==> src/rtl/router_out_arbiter.sv <==
// Round-robin output-port arbiter for the 16x16 serial router; holds a grant until the packet's eop.
// Define ROUTER_ARB_WATCHDOG_EN to add a packet-length watchdog and the wdog_err output.
module router_out_arbiter #(
    parameter int NUM_PORTS      = 16,
    parameter int IDX_W          = 4,
    parameter int MAX_PKT_CYCLES = 1024
) (
    input  logic                 clock,
    input  logic                 reset,
    input  logic [NUM_PORTS-1:0] req,
    input  logic [NUM_PORTS-1:0] eop,
    output logic [NUM_PORTS-1:0] grant,
    output logic [IDX_W-1:0]     grant_idx,
    output logic                 grant_valid,
    output logic [NUM_PORTS-1:0] busy_n,
    output logic                 abort_err
`ifdef ROUTER_ARB_WATCHDOG_EN
    ,
    output logic                 wdog_err
`endif
);

    if (IDX_W != $clog2(NUM_PORTS) || MAX_PKT_CYCLES < 2) begin : g_param_check
        $error("router_out_arbiter: IDX_W must be clog2(NUM_PORTS) and MAX_PKT_CYCLES >= 2");
    end

    typedef enum logic [1:0] {IDLE, HOLD, GAP} state_t;

    state_t               state, state_next;
    logic [IDX_W-1:0]     rr_ptr, rr_ptr_next;
    logic [IDX_W-1:0]     sel_idx, idx_wrap, scan_cand;
    logic [IDX_W:0]       scan_sum;
    logic                 sel_found;
    logic [NUM_PORTS-1:0] grant_next;
    logic [IDX_W-1:0]     grant_idx_next;
    logic                 grant_valid_next;
    logic                 abort_next;
    logic                 release_now;

`ifdef ROUTER_ARB_WATCHDOG_EN
    localparam int CNT_W = $clog2(MAX_PKT_CYCLES);
    logic [CNT_W-1:0] wdog_cnt;
    logic             wdog_next;
`endif

    // Find the first requester at or above rr_ptr, wrapping past the top port.
    always_comb begin
        sel_found = 1'b0;
        sel_idx   = '0;
        scan_sum  = '0;
        scan_cand = '0;
        for (int off = 0; off < NUM_PORTS; off++) begin
            scan_sum = {1'b0, rr_ptr} + (IDX_W+1)'(off);
            if (scan_sum >= (IDX_W+1)'(NUM_PORTS)) begin
                scan_sum = scan_sum - (IDX_W+1)'(NUM_PORTS);
            end
            scan_cand = scan_sum[IDX_W-1:0];
            if (!sel_found && req[scan_cand]) begin
                sel_found = 1'b1;
                sel_idx   = scan_cand;
            end
        end
    end

    assign idx_wrap = (grant_idx == IDX_W'(NUM_PORTS-1)) ? '0 : grant_idx + 1'b1;
    assign busy_n   = ~req | grant;

    always_comb begin
        state_next       = state;
        grant_next       = grant;
        grant_idx_next   = grant_idx;
        grant_valid_next = grant_valid;
        rr_ptr_next      = rr_ptr;
        abort_next       = 1'b0;
        release_now      = 1'b0;
`ifdef ROUTER_ARB_WATCHDOG_EN
        wdog_next        = 1'b0;
`endif
        case (state)
            IDLE: begin
                if (sel_found) begin
                    grant_next          = '0;
                    grant_next[sel_idx] = 1'b1;
                    grant_idx_next      = sel_idx;
                    grant_valid_next    = 1'b1;
                    state_next          = HOLD;
                end
            end
            HOLD: begin
                // Only the granted port's req/eop matter; everything else is ignored here.
                if (req[grant_idx] && eop[grant_idx]) begin
                    release_now = 1'b1;
                end else if (!req[grant_idx]) begin
                    release_now = 1'b1;
                    abort_next  = 1'b1;
                end
`ifdef ROUTER_ARB_WATCHDOG_EN
                else if (wdog_cnt == CNT_W'(MAX_PKT_CYCLES-1)) begin
                    release_now = 1'b1;
                    wdog_next   = 1'b1;
                end
`endif
                if (release_now) begin
                    grant_next       = '0;
                    grant_idx_next   = '0;
                    grant_valid_next = 1'b0;
                    rr_ptr_next      = idx_wrap;
                    state_next       = GAP;
                end
            end
            GAP: begin
                state_next = IDLE;
            end
            default: begin
                state_next = IDLE;
            end
        endcase
    end

    always_ff @(posedge clock) begin
        if (reset) begin
            state       <= IDLE;
            grant       <= '0;
            grant_idx   <= '0;
            grant_valid <= 1'b0;
            abort_err   <= 1'b0;
            rr_ptr      <= '0;
        end else begin
            state       <= state_next;
            grant       <= grant_next;
            grant_idx   <= grant_idx_next;
            grant_valid <= grant_valid_next;
            abort_err   <= abort_next;
            rr_ptr      <= rr_ptr_next;
        end
    end

`ifdef ROUTER_ARB_WATCHDOG_EN
    // Counter sits at zero outside HOLD, so it restarts on every new grant.
    always_ff @(posedge clock) begin
        if (reset) begin
            wdog_cnt <= '0;
            wdog_err <= 1'b0;
        end else begin
            wdog_err <= wdog_next;
            if (state != HOLD || release_now) begin
                wdog_cnt <= '0;
            end else begin
                wdog_cnt <= wdog_cnt + 1'b1;
            end
        end
    end
`endif

endmodule

==> config.mk <==
export PLATFORM = sky130hd
export DESIGN_NAME = router_out_arbiter
export DESIGN_NICKNAME = d
export VERILOG_FILES = /design/src/rtl/router_out_arbiter.sv
export SDC_FILE = /design/constraint.sdc
export NUM_CORES = 1
export LEC_CHECK = 0
export CAP_MARGIN = 10
export CORE_UTILIZATION = 50
export DETAILED_ROUTE_END_ITERATION = 8
export DONT_BUFFER_PORTS = 1
export HOLD_SLACK_MARGIN = 0.1
export PLACE_DENSITY_LB_ADDON = 0.12
export REMOVE_ABC_BUFFERS = 1
export SLEW_MARGIN = 10
export SYNTH_ARGS = -nofsm -noshare
export SYNTH_HDL_FRONTEND = slang
export SYNTH_SLANG_ARGS = --single-unit
export TNS_END_PERCENT = 5
==> constraint.sdc <==
create_clock -name clock -period 13.5 [get_ports clock]
set_input_delay 1.35 -clock clock [delete_from_list [all_inputs] [get_ports clock]]
set_output_delay 1.35 -clock clock [all_outputs]
set_load 0.05 [all_outputs]
# After elaboration in Yosys (flattened, before gate mapping)
# Cells that the tools add are included.
[op_classes] magnitude_cmp=35 addsub=32 reduce_logical=38 n_mux=102 bitwise_logic=3 n_eq_ne=4
[ops] cell="$mux W4" n=35
[ops] cell="$lt A4 B5 Y1 const B" n=18
[ops] cell="$ge A5 B5 Y1 const B" n=15
[ops] cell="$bmux W1 S4" n=18
[ops] cell="$sub A4 B1 Y4 const B" n=16
[ops] cell="$add A4 B4 Y5 const B" n=8
[ops] cell="$mux W1" n=40
[ops] cell="$mux W16" n=2
[ops] cell="$pmux W16 S2" n=1
[ops] cell="$add A4 B3 Y5 const B" n=4
[ops] cell="$logic_and A1 B1 Y1" n=17
[ops] cell="$not A16 Y16" n=1
[ops] cell="$or A16 B16 Y16" n=1
[ops] cell="$logic_not A1 Y1" n=15
[ops] cell="$add A4 B2 Y5 const B" n=2
[ops] cell="$pmux W4 S2" n=1
[ops] cell="$add A4 B1 Y5 const B" n=1
[ops] cell="$ge A4 B5 Y1 const B" n=1
[ops] cell="$add A4 B1 Y4 const B" n=1
[ops] cell="$demux W1 S4" n=1
[ops] cell="$eq A4 B4 Y1 const B" n=1
[ops] cell="$ge A4 B1 Y1 const B" n=1
[ops] cell="$mux W2" n=2
[ops] cell="$ne A2 B2 Y1 const B" n=2
[ops] cell="9 further kinds" n=10
[totals] ff_bits=28 elab_cells=220

# Longest topological paths before layout
# Gate-level depths: netlist of the first run.
[depth] word_depth=56 depth_mapped=20 mapped_depth_nobuf=12

# Worst setup path after synthesis of the first run
# Ideal clock, no wire load.
[synth_path] kind="reg-to-reg" from="register rr_ptr[1]" to="register grant[10]" period_less_slack_ns=4.651 arrival_time_ns=4.582 path_buffers=4 stages_incl_launch_ff=17 setup_slack_ns=8.849 cell_sequence="dfxtp_1 -> buf_2 -> buf_6 -> clkbuf_1 -> inv_1 -> ha_1 -> clkbuf_1 -> mux4_2 -> mux2_2 -> mux2i_1 -> nand2_1 -> nor4_4 -> a41oi_1 -> a22oi_2 -> a221oi_2 -> or3b_4 -> o21ai_1"
[synth_via] elab_chain_len=56
[synth_lines] element="start, declared" line="30" text="logic [IDX_W-1:0] rr_ptr, rr_ptr_next;"
[synth_lines] element="start signal, assigned" line="134" text="rr_ptr <= rr_ptr_next;"
[synth_lines] element="branches (longest 56 deep; another with $add A4 B1 Y5)"
[synth_lines] element="end signal, assigned" line="130" text="grant <= grant_next;"
[synth_lines] element="end, declared" line="12" text="output logic [NUM_PORTS-1:0] grant,"
# Several ways; the timed one is not identified. The select of a mux whose other input is x is not followed.
# A chain may end at the register's enable or synchronous reset.

# Worst setup path after layout of the first run
[layout_path] from="register rr_ptr[1]" to="register grant[7]"
# The elaborated chain is that of the path after synthesis.

==> impl_metrics.json, run 1 <==
{
  "outcome": "finished, final reports clean",
  "synth-edff-count": 0,
  "nNetsFinal": 448,
  "htreeDepth": 1,
  "synth_cell_types": 77,
  "synth_flop_cell": "dfxtp_1",
  "relSlewSlack": 0.378,
  "gp_congestion": 1.06,
  "fmax_mhz": 183,
  "numCtsBuffers": 3,
  "slowest_stage": "ha_1",
  "postCtsResizedCells": 0,
  "cts_hold_buf": 0,
  "yosys.area.top_type_share": 0.183,
  "viasPerCell": 7.26,
  "drive_above_1_share": 0.180,
  "fillerInstances": 648,
  "grt_pass1_wl_mm": 18.2,
  "critPathKind": "flip-flop to flip-flop",
  "worstPathRequired_ps": 13720,
  "start_util": 0.531,
  "coreArea_mm2": 0.00694,
  "seq_area_frac_synth": 0.152,
  "cts_root_buf": "clkbuf_8",
  "worst_pin_slew_ps": 932,
  "hold_class": "flip-flop to flip-flop",
  "drc_errors": 0,
  "drv_cap": 0,
  "grt_pass1_vias": 3429,
  "post-route-util": 0.543,
  "yosysTopAreaCell": "mux4_2",
  "critPathMaxFanout": 27,
  "synth_most_common_cell": "nand2_1",
  "drt-met1-wl_mm": 4.44,
  "rsz0062_at_grt": "no",
  "track_usage": 0.308,
  "dpl-instance-area_mm2": 0.00372,
  "setup_slack_ps": 8030,
  "p_leak_nw": 1.35,
  "synth.yosys.warnings": 0,
  "design_area_mm2": 0.00377,
  "grt_max_degree": 30,
  "insertion_delay_ps": 270,
  "critPathLaunchType": "flip-flop",
  "async_flop_share": 0,
  "crit_path_end_kind": "flip-flop",
  "peakVddDrop_uv": 181,
  "ios": 72,
  "multi_input_area_mm2": 0.00294,
  "synthToLayoutAreaGrowth_pct": 2.31,
  "drt-total-wl_mm": 11.5,
  "num_rows": 30,
  "clockBufferDepth": 2,
  "post_cts_buffers": 0,
  "cts.sinks": 28,
  "fp.dieW_um": 87.9,
  "worstPathCellList": "buf_4, inv_1, ha_1, mux4_2, mux2i_1, o211a_1, o2111ai_2, nor3_2, and2_1, a211o_1, and3_1, a22o_1",
  "insertedDiodeCount": 0,
  "hold_ws_ps": 494,
  "drv_slew": 0,
  "synth_area_mm2": 0.00369,
  "skew_ps": 2.36,
  "drtIter0Drc": 285,
  "port_buffers": 0,
  "critical-path-top-delay-family": "simple AND/OR/NAND/NOR gates",
  "syn_inst": 420,
  "top_layer": "met4",
  "power.density_mw_per_mm2": 300,
  "clk_pin_slew_worst_paths_ps": 90,
  "period_share": 0.405,
  "syn_avg_cell_area_um2": 8.78,
  "drtAntennaViolNets": 0,
  "fp.dieArea_mm2": 0.00772,
  "hold_viol": 0,
  "critPathBufInv": 2,
  "cp.arrival_ps": 5690,
  "ys_top_cells_by_area": "mux4_2, dfxtp_1, mux2i_1",
  "ys_ff_latch": 28,
  "setup_violations": 0,
  "fin_tns_setup_ps": 0,
  "wl_per_cell_um": 22.9,
  "die_h_um": 87.9,
  "crit_path_max_incr_delay_ps": 710,
  "yosys-top-cells-count": "nand2_1, mux4_2, dfxtp_1, mux2i_1, nand2b_1",
  "dr.pass1.iters": 5,
  "post-place-ws_ps": 8170,
  "fin_crit_ps": 5470,
  "wl_met2_mm": 5.54,
  "antenna_found_initial": 0,
  "overflow": 0,
  "hpwl_mm": 8.52,
  "num_vias": 3638,
  "regArea_um2": 561,
  "cts_tree": "yes",
  "wl_met3_mm": 1.17
}
==> cell type report <==
type                            count  area share
Multi-Input combinational cell    352       0.779
Inverter                           16      0.0159
Clock buffer                        4      0.0146
Timing Repair Buffer                5     0.00995
Sequential cell                    28       0.149
Tap cell                           96      0.0318
==> sequential cells by signal, indices dropped and copies added (netlist names) <==
signal / count
abort_err: 1
grant_valid: 1
state: 2
grant_idx: 4
grant: 16
rr_ptr: 4
==> path summary, 6_finish.rpt <==
| path | from | to | cells after the start | slack [ps] |
|---|---|---|---|---|
| worst max register to register | rr_ptr[1] | grant[7] | 12 | 8030 |
| worst min register to register | state[1] | abort_err | 1 | 490 |
| worst max-delay path | rr_ptr[1] | grant[7] | 12 | 8030 |
| worst min-delay path | state[1] | abort_err | 1 | 490 |
==> placed cells by master (no fill, tap or decap), drive strengths merged, types with 6 or more instances in the layout <==
cell / instances
xnor2: 9
and3: 7
mux2i: 23
o21ai: 30
a211oi: 6
nand3: 17
a31oi: 6
ha: 8
nand2b: 23
dfxtp: 28
nand2: 42
a21oi: 17
nor3: 10
mux4: 31
nand4: 6
a22oi: 6
mux2: 16
inv: 15
nor2: 21
==> per-layer routing <==
metal	global-route usage	up-vias
met5	0	-
met4	0.109	0
met3	0.0481	32
met2	0.512	257
met1	0.406	1751
li1	-	1598
==> where the power goes <==
part	internal [mW]	total (mW)	switching, mW
logic	0.326	0.890	0.564
clock network	0.0261	0.0516	0.0255
registers	0.106	0.189	0.0828
==> per-stage QoR <==
stage / power, mW / instances
after floorplan: 0.852 / 396
after global placement: 1.05 / 497
after detailed placement: 1.05 / 497
after CTS: 1.10 / 501
after global routing: 1.20 / 501
final: 1.13 / 501
==> cell families after synthesis <==
group	synth area share
compound gates	0.216
flops	0.152
mux	0.303
fa+ha+maj	0.0271
buf+inv	0.0509
xor+xnor	0.0285
simple gates	0.223
(Power assumes the default switching activity.)
==> run 2: changes to the inputs <==
==> constraint.sdc (replaced) <==
create_clock -name clock -period 5.05 [get_ports clock]
set_input_delay 0.505 -clock clock [delete_from_list [all_inputs] [get_ports clock]]
set_output_delay 0.505 -clock clock [all_outputs]
set_load 0.05 [all_outputs]
==> impl_metrics.json, run 2 (synthesized netlist as in run 1, its figures left out) <==
{
  "outcome": "finished, final reports clean",
  "htreeDepth": 1,
  "fin_crit_ps": 4670,
  "mostFrequentLayoutCells": "nand2_1, mux4_2, dfxtp_1",
  "crit_path_max_incr_delay_ps": 700,
  "period_share": 0.925,
  "drtAntennaViolNets": 0,
  "nNetsFinal": 458,
  "worstPathRequired_ps": 5210,
  "peakVddDrop_uv": 402,
  "synthToLayoutAreaGrowth_pct": 3.97,
  "crit_path_end_kind": "flip-flop",
  "final_common_cell": "nand2_1",
  "multi_input_area_mm2": 0.00294,
  "skew_ps": 2.13,
  "grt.busiest_layer": "met2",
  "fp.dieArea_mm2": 0.00772,
  "ios": 72,
  "port_buffers": 0,
  "grt_pass1_vias": 3443,
  "cp.arrival_ps": 4830,
  "worstPathCellList": "buf_4, ha_1, xor2_1, buf_4, mux4_2, a221oi_1, nor4_1, a2111oi_0, a32oi_1, nor2_1, nand2b_1, o41ai_1",
  "rsz0062_at_grt": "no",
  "fillerInstances": 671,
  "clk_pin_slew_worst_paths_ps": 90,
  "power_mw": 3.06,
  "overflow": 0,
  "antenna_found_initial": 0,
  "die_h_um": 87.9,
  "worst_pin_slew_ps": 942,
  "critPathLaunchType": "flip-flop",
  "drv_slew": 0,
  "hpwl_mm": 9.04,
  "num_vias": 3627,
  "power.density_mw_per_mm2": 798,
  "dr.pass1.iters": 5,
  "critPathKind": "flip-flop to flip-flop",
  "coreArea_mm2": 0.00694,
  "grt_use_met1": 0.396,
  "cts_hold_buf": 0,
  "cts.sinks": 28,
  "insertedDiodeCount": 0,
  "track_usage": 0.315,
  "drt-total-wl_mm": 11.6,
  "largest_reg_flops": 16,
  "largestRegisters": "grant x16, grant_idx x4, rr_ptr x4",
  "cts_tree": "yes",
  "num_rows": 30,
  "grt_pass1_wl_mm": 18.4,
  "drv_cap": 0,
  "critPathMaxFanout": 23,
  "hold_viol": 0,
  "path_common_cell": "buf_4",
  "setup_violations": 0,
  "insertion_delay_ps": 270,
  "cts_root_buf": "clkbuf_8",
  "fmax_mhz": 214,
  "gp_congestion": 1.02,
  "met2_usage": 0.517,
  "post_cts_buffers": 0,
  "wl_per_cell_um": 22.8,
  "met3_usage": 0.0443,
  "regArea_um2": 561,
  "start_util": 0.531,
  "post-route-util": 0.552,
  "hold_class": "primary input to flip-flop",
  "relSlewSlack": 0.371,
  "viasPerCell": 7.11,
  "grt_max_degree": 24,
  "fp.dieW_um": 87.9,
  "post-place-ws_ps": 532,
  "clockBufferDepth": 2,
  "drtIter0Drc": 344,
  "numCtsBuffers": 3,
  "regMostFlops": "grant",
  "slowest_stage": "a2111oi_0",
  "p_leak_nw": 1.39,
  "fin_tns_setup_ps": 0,
  "drive_above_1_share": 0.198,
  "postCtsResizedCells": 0,
  "setup_slack_ps": 379,
  "drc_errors": 0
}
-- run 2: cell count changes in the layout (fill, tap and decap cells not counted), sizes merged --
| cell | change |
|---|---|
| clkbuf | -1 |
| buf | +10 |
-- run 2: final cells by class --
type | count | area share
Multi-Input combinational cell | 352 | 0.767
Timing Repair Buffer | 15 | 0.0294
Tap cell | 96 | 0.0313
Clock buffer | 3 | 0.0108
Sequential cell | 28 | 0.146
Inverter | 16 | 0.0157
-- run 2: metal layers --
layer	vias to the layer above	share of wire
li1	1619	-
met1	1755	0.39
met2	209	0.48
met3	44	0.082
met4	0	0.054
met5	-	0
-- run 2: worst paths after layout --
kind | start | end | slack (ps) | cells after the start
worst min register to register | state[1] | abort_err | 490 | 1
worst max-delay path | rr_ptr[0] | grant[6] | 380 | 12
worst min-delay path | reset | state[0] | 290 | 1
worst max register to register | rr_ptr[0] | grant[6] | 380 | 12
-- run 2: power by group --
| part | leakage [nW] | total (mW) | internal, mW | switching, mW |
|---|---|---|---|---|
| Clock | 0.0216 | 0.119 | 0.0535 | 0.0652 |
| Sequential | 0.228 | 0.517 | 0.283 | 0.234 |
| Combinational | 1.14 | 2.42 | 0.930 | 1.49 |
| Total | 1.39 | 3.06 | 1.27 | 1.79 |
-- run 2: critical path, delay by kind of cell, from the launching register on --
family	cells	cell delay (ps)
AOI/OAI and AO/OA	4	1680
muxes	1	620
and+or+nand+nor	3	560
buffers and inverters	2	550
xor gates and xnor gates	1	460
DFF	1	350
adders and majority gates	1	330
-- run 2: through the flow --
step | cell area [um^2] | hold slack [ps] | cells
after floorplan | 3560 | 427 | 396
after global placement | 3790 | 466 | 507
after detailed placement | 3790 | 468 | 507
after CTS | 3830 | 290 | 510
after global routing | 3830 | 278 | 510
final | 3830 | 293 | 510
==> run 3: changes to the inputs <==
==> constraint.sdc (replaced) <==
create_clock -name clock -period 3.8 [get_ports clock]
set_input_delay 0.38 -clock clock [delete_from_list [all_inputs] [get_ports clock]]
set_output_delay 0.38 -clock clock [all_outputs]
set_load 0.05 [all_outputs]
==> impl_metrics.json, run 3 (synthesized netlist as in run 1, its figures left out) <==
{
  "drv_cap": 0,
  "cp.arrival_ps": 3990,
  "swShare": 0.514,
  "dpl-instance-area_mm2": 0.00448,
  "drtAntennaViolNets": 0,
  "p_seq_frac": 0.117,
  "drive_above_1_share": 0.409,
  "p_leak_nw": 1.97,
  "cts_hold_buf": 0,
  "track_usage": 0.344,
  "dr.pass1.iters": 6,
  "hold_ws_ps": 153,
  "num_rows": 30,
  "fp.dieW_um": 87.9,
  "die_h_um": 87.9,
  "start_util": 0.531,
  "skew_ps": 1.80,
  "htreeDepth": 1,
  "insertion_delay_ps": 280,
  "drtIter0Drc": 341,
  "drc_errors": 0,
  "peakVddDrop_uv": 705,
  "period_share": 0.992,
  "rsz0062_at_grt": "yes",
  "fin_crit_ps": 3770,
  "hold_depth": 1,
  "power_mw": 5.42,
  "clockPowerShare": 0.043,
  "synthToLayoutAreaGrowth_pct": 33.9,
  "intPower_mw": 2.63,
  "coreArea_mm2": 0.00694,
  "fmax_mhz": 265,
  "comb_power_share": 0.840,
  "clk_pin_slew_worst_paths_ps": 90,
  "largest_reg_flops": 16,
  "viasPerCell": 6.63,
  "cts.sinks": 28,
  "worstPathRequired_ps": 4020,
  "cts_root_buf": "clkbuf_8",
  "hpwl_mm": 10.2,
  "drt-total-wl_mm": 13.7,
  "grt_max_degree": 23,
  "hold_class": "primary input to flip-flop",
  "overflow": 0,
  "critPathMaxFanout": 7,
  "hold_viol": 0,
  "worst_pin_slew_ps": 567,
  "ios": 72,
  "final_common_cell": "buf_4",
  "mostFrequentLayoutCells": "buf_4, nand2_1, mux4_2",
  "insertedDiodeCount": 0,
  "crit_path_end_kind": "flip-flop",
  "outcome": "finished, final reports clean",
  "setup_violations": 0,
  "nNetsFinal": 556,
  "power.density_mw_per_mm2": 1100,
  "num_vias": 4039,
  "cts_tree": "yes",
  "largestRegisters": "grant x16, grant_idx x4, rr_ptr x4",
  "power.switching_mw": 2.79,
  "critPathLaunchType": "flip-flop",
  "antenna_found_initial": 0,
  "reg2regPathDepth": 14,
  "critPathKind": "flip-flop to flip-flop",
  "port_buffers": 0,
  "gp_congestion": 1.03,
  "grt_pass1_wl_mm": 19.9,
  "design_area_mm2": 0.00494,
  "regMostFlops": "grant",
  "wl_per_cell_um": 22.4,
  "fin_tns_setup_ps": 0,
  "relSlewSlack": 0.622,
  "fp.dieArea_mm2": 0.00772,
  "clockBufferDepth": 2,
  "drv_slew": 0,
  "numCtsBuffers": 3,
  "grt_pass1_vias": 3738
}
[run 3: stage by stage]
stage          instances  worst slack (ps)   util
2_1_floorplan        396             -1080      -
3_3_place_gp         592              -172  0.645
3_5_place_dp         592              -240  0.645
4_1_cts              596              31.6  0.663
5_1_grt              609             -96.4  0.711
6_report             609              31.9  0.711
[run 3: area by class of cell]
class | instances | area (um^2)
clock buffers | 3 | 41.3
clock inverters | 1 | 30.0
fillers | 535 | 2010
inverters | 16 | 62.6
multi-input cells | 352 | 3150
flip-flops and latches | 28 | 567
well taps | 96 | 120
repair buffers | 113 | 968
[run 3: per-layer routing]
layer  vias up  track usage  part of all wire
li1       1815            -                 -
met5         -            0                 0
met4         0        0.174             0.058
met3        55       0.0415             0.078
met2       246        0.591              0.50
met1      1923        0.426              0.37
[run 3: worst max-delay path, cell delays in order (launching register included)]
cell and delay (ps):
dfxtp_4 390, inv_4 50, ha_4 320, mux4_2 580, mux2i_2 200, o211a_1 260
o2111ai_4 140, buf_12 190, nor2_8 80, or4b_4 490, buf_6 140, a22oi_2 170
a221oi_4 100, or3b_4 460, o21ai_1 140
[run 3: path summary, 6_finish.rpt]
path | from | end | slack [ps]
max | rr_ptr[0] | grant[11] | 30
min | reset | grant_valid | 150
max reg2reg | rr_ptr[0] | grant[11] | 30
min reg2reg | state[1] | abort_err | 490
[run 3: what timing repair did]
item                                   CTS  global route
endpoints found under the hold margin    0             0
pin swaps                                1            15
gates resized for setup                 11            42
cloned                                   0             2
setup endpoints to repair               17            19
buffers inserted                         0            11
[run 3: power by group through the flow]
stage | sequential [mW] | combinational [mW] | clock (mW)
final | 0.636 | 4.55 | 0.232
after detailed placement | 0.630 | 4.01 | 0
after floorplan | 0.758 | 2.27 | 0
after CTS | 0.624 | 4.10 | 0.235
after global routing | 0.646 | 4.81 | 0.245
after global placement | 0.628 | 4.01 | 0
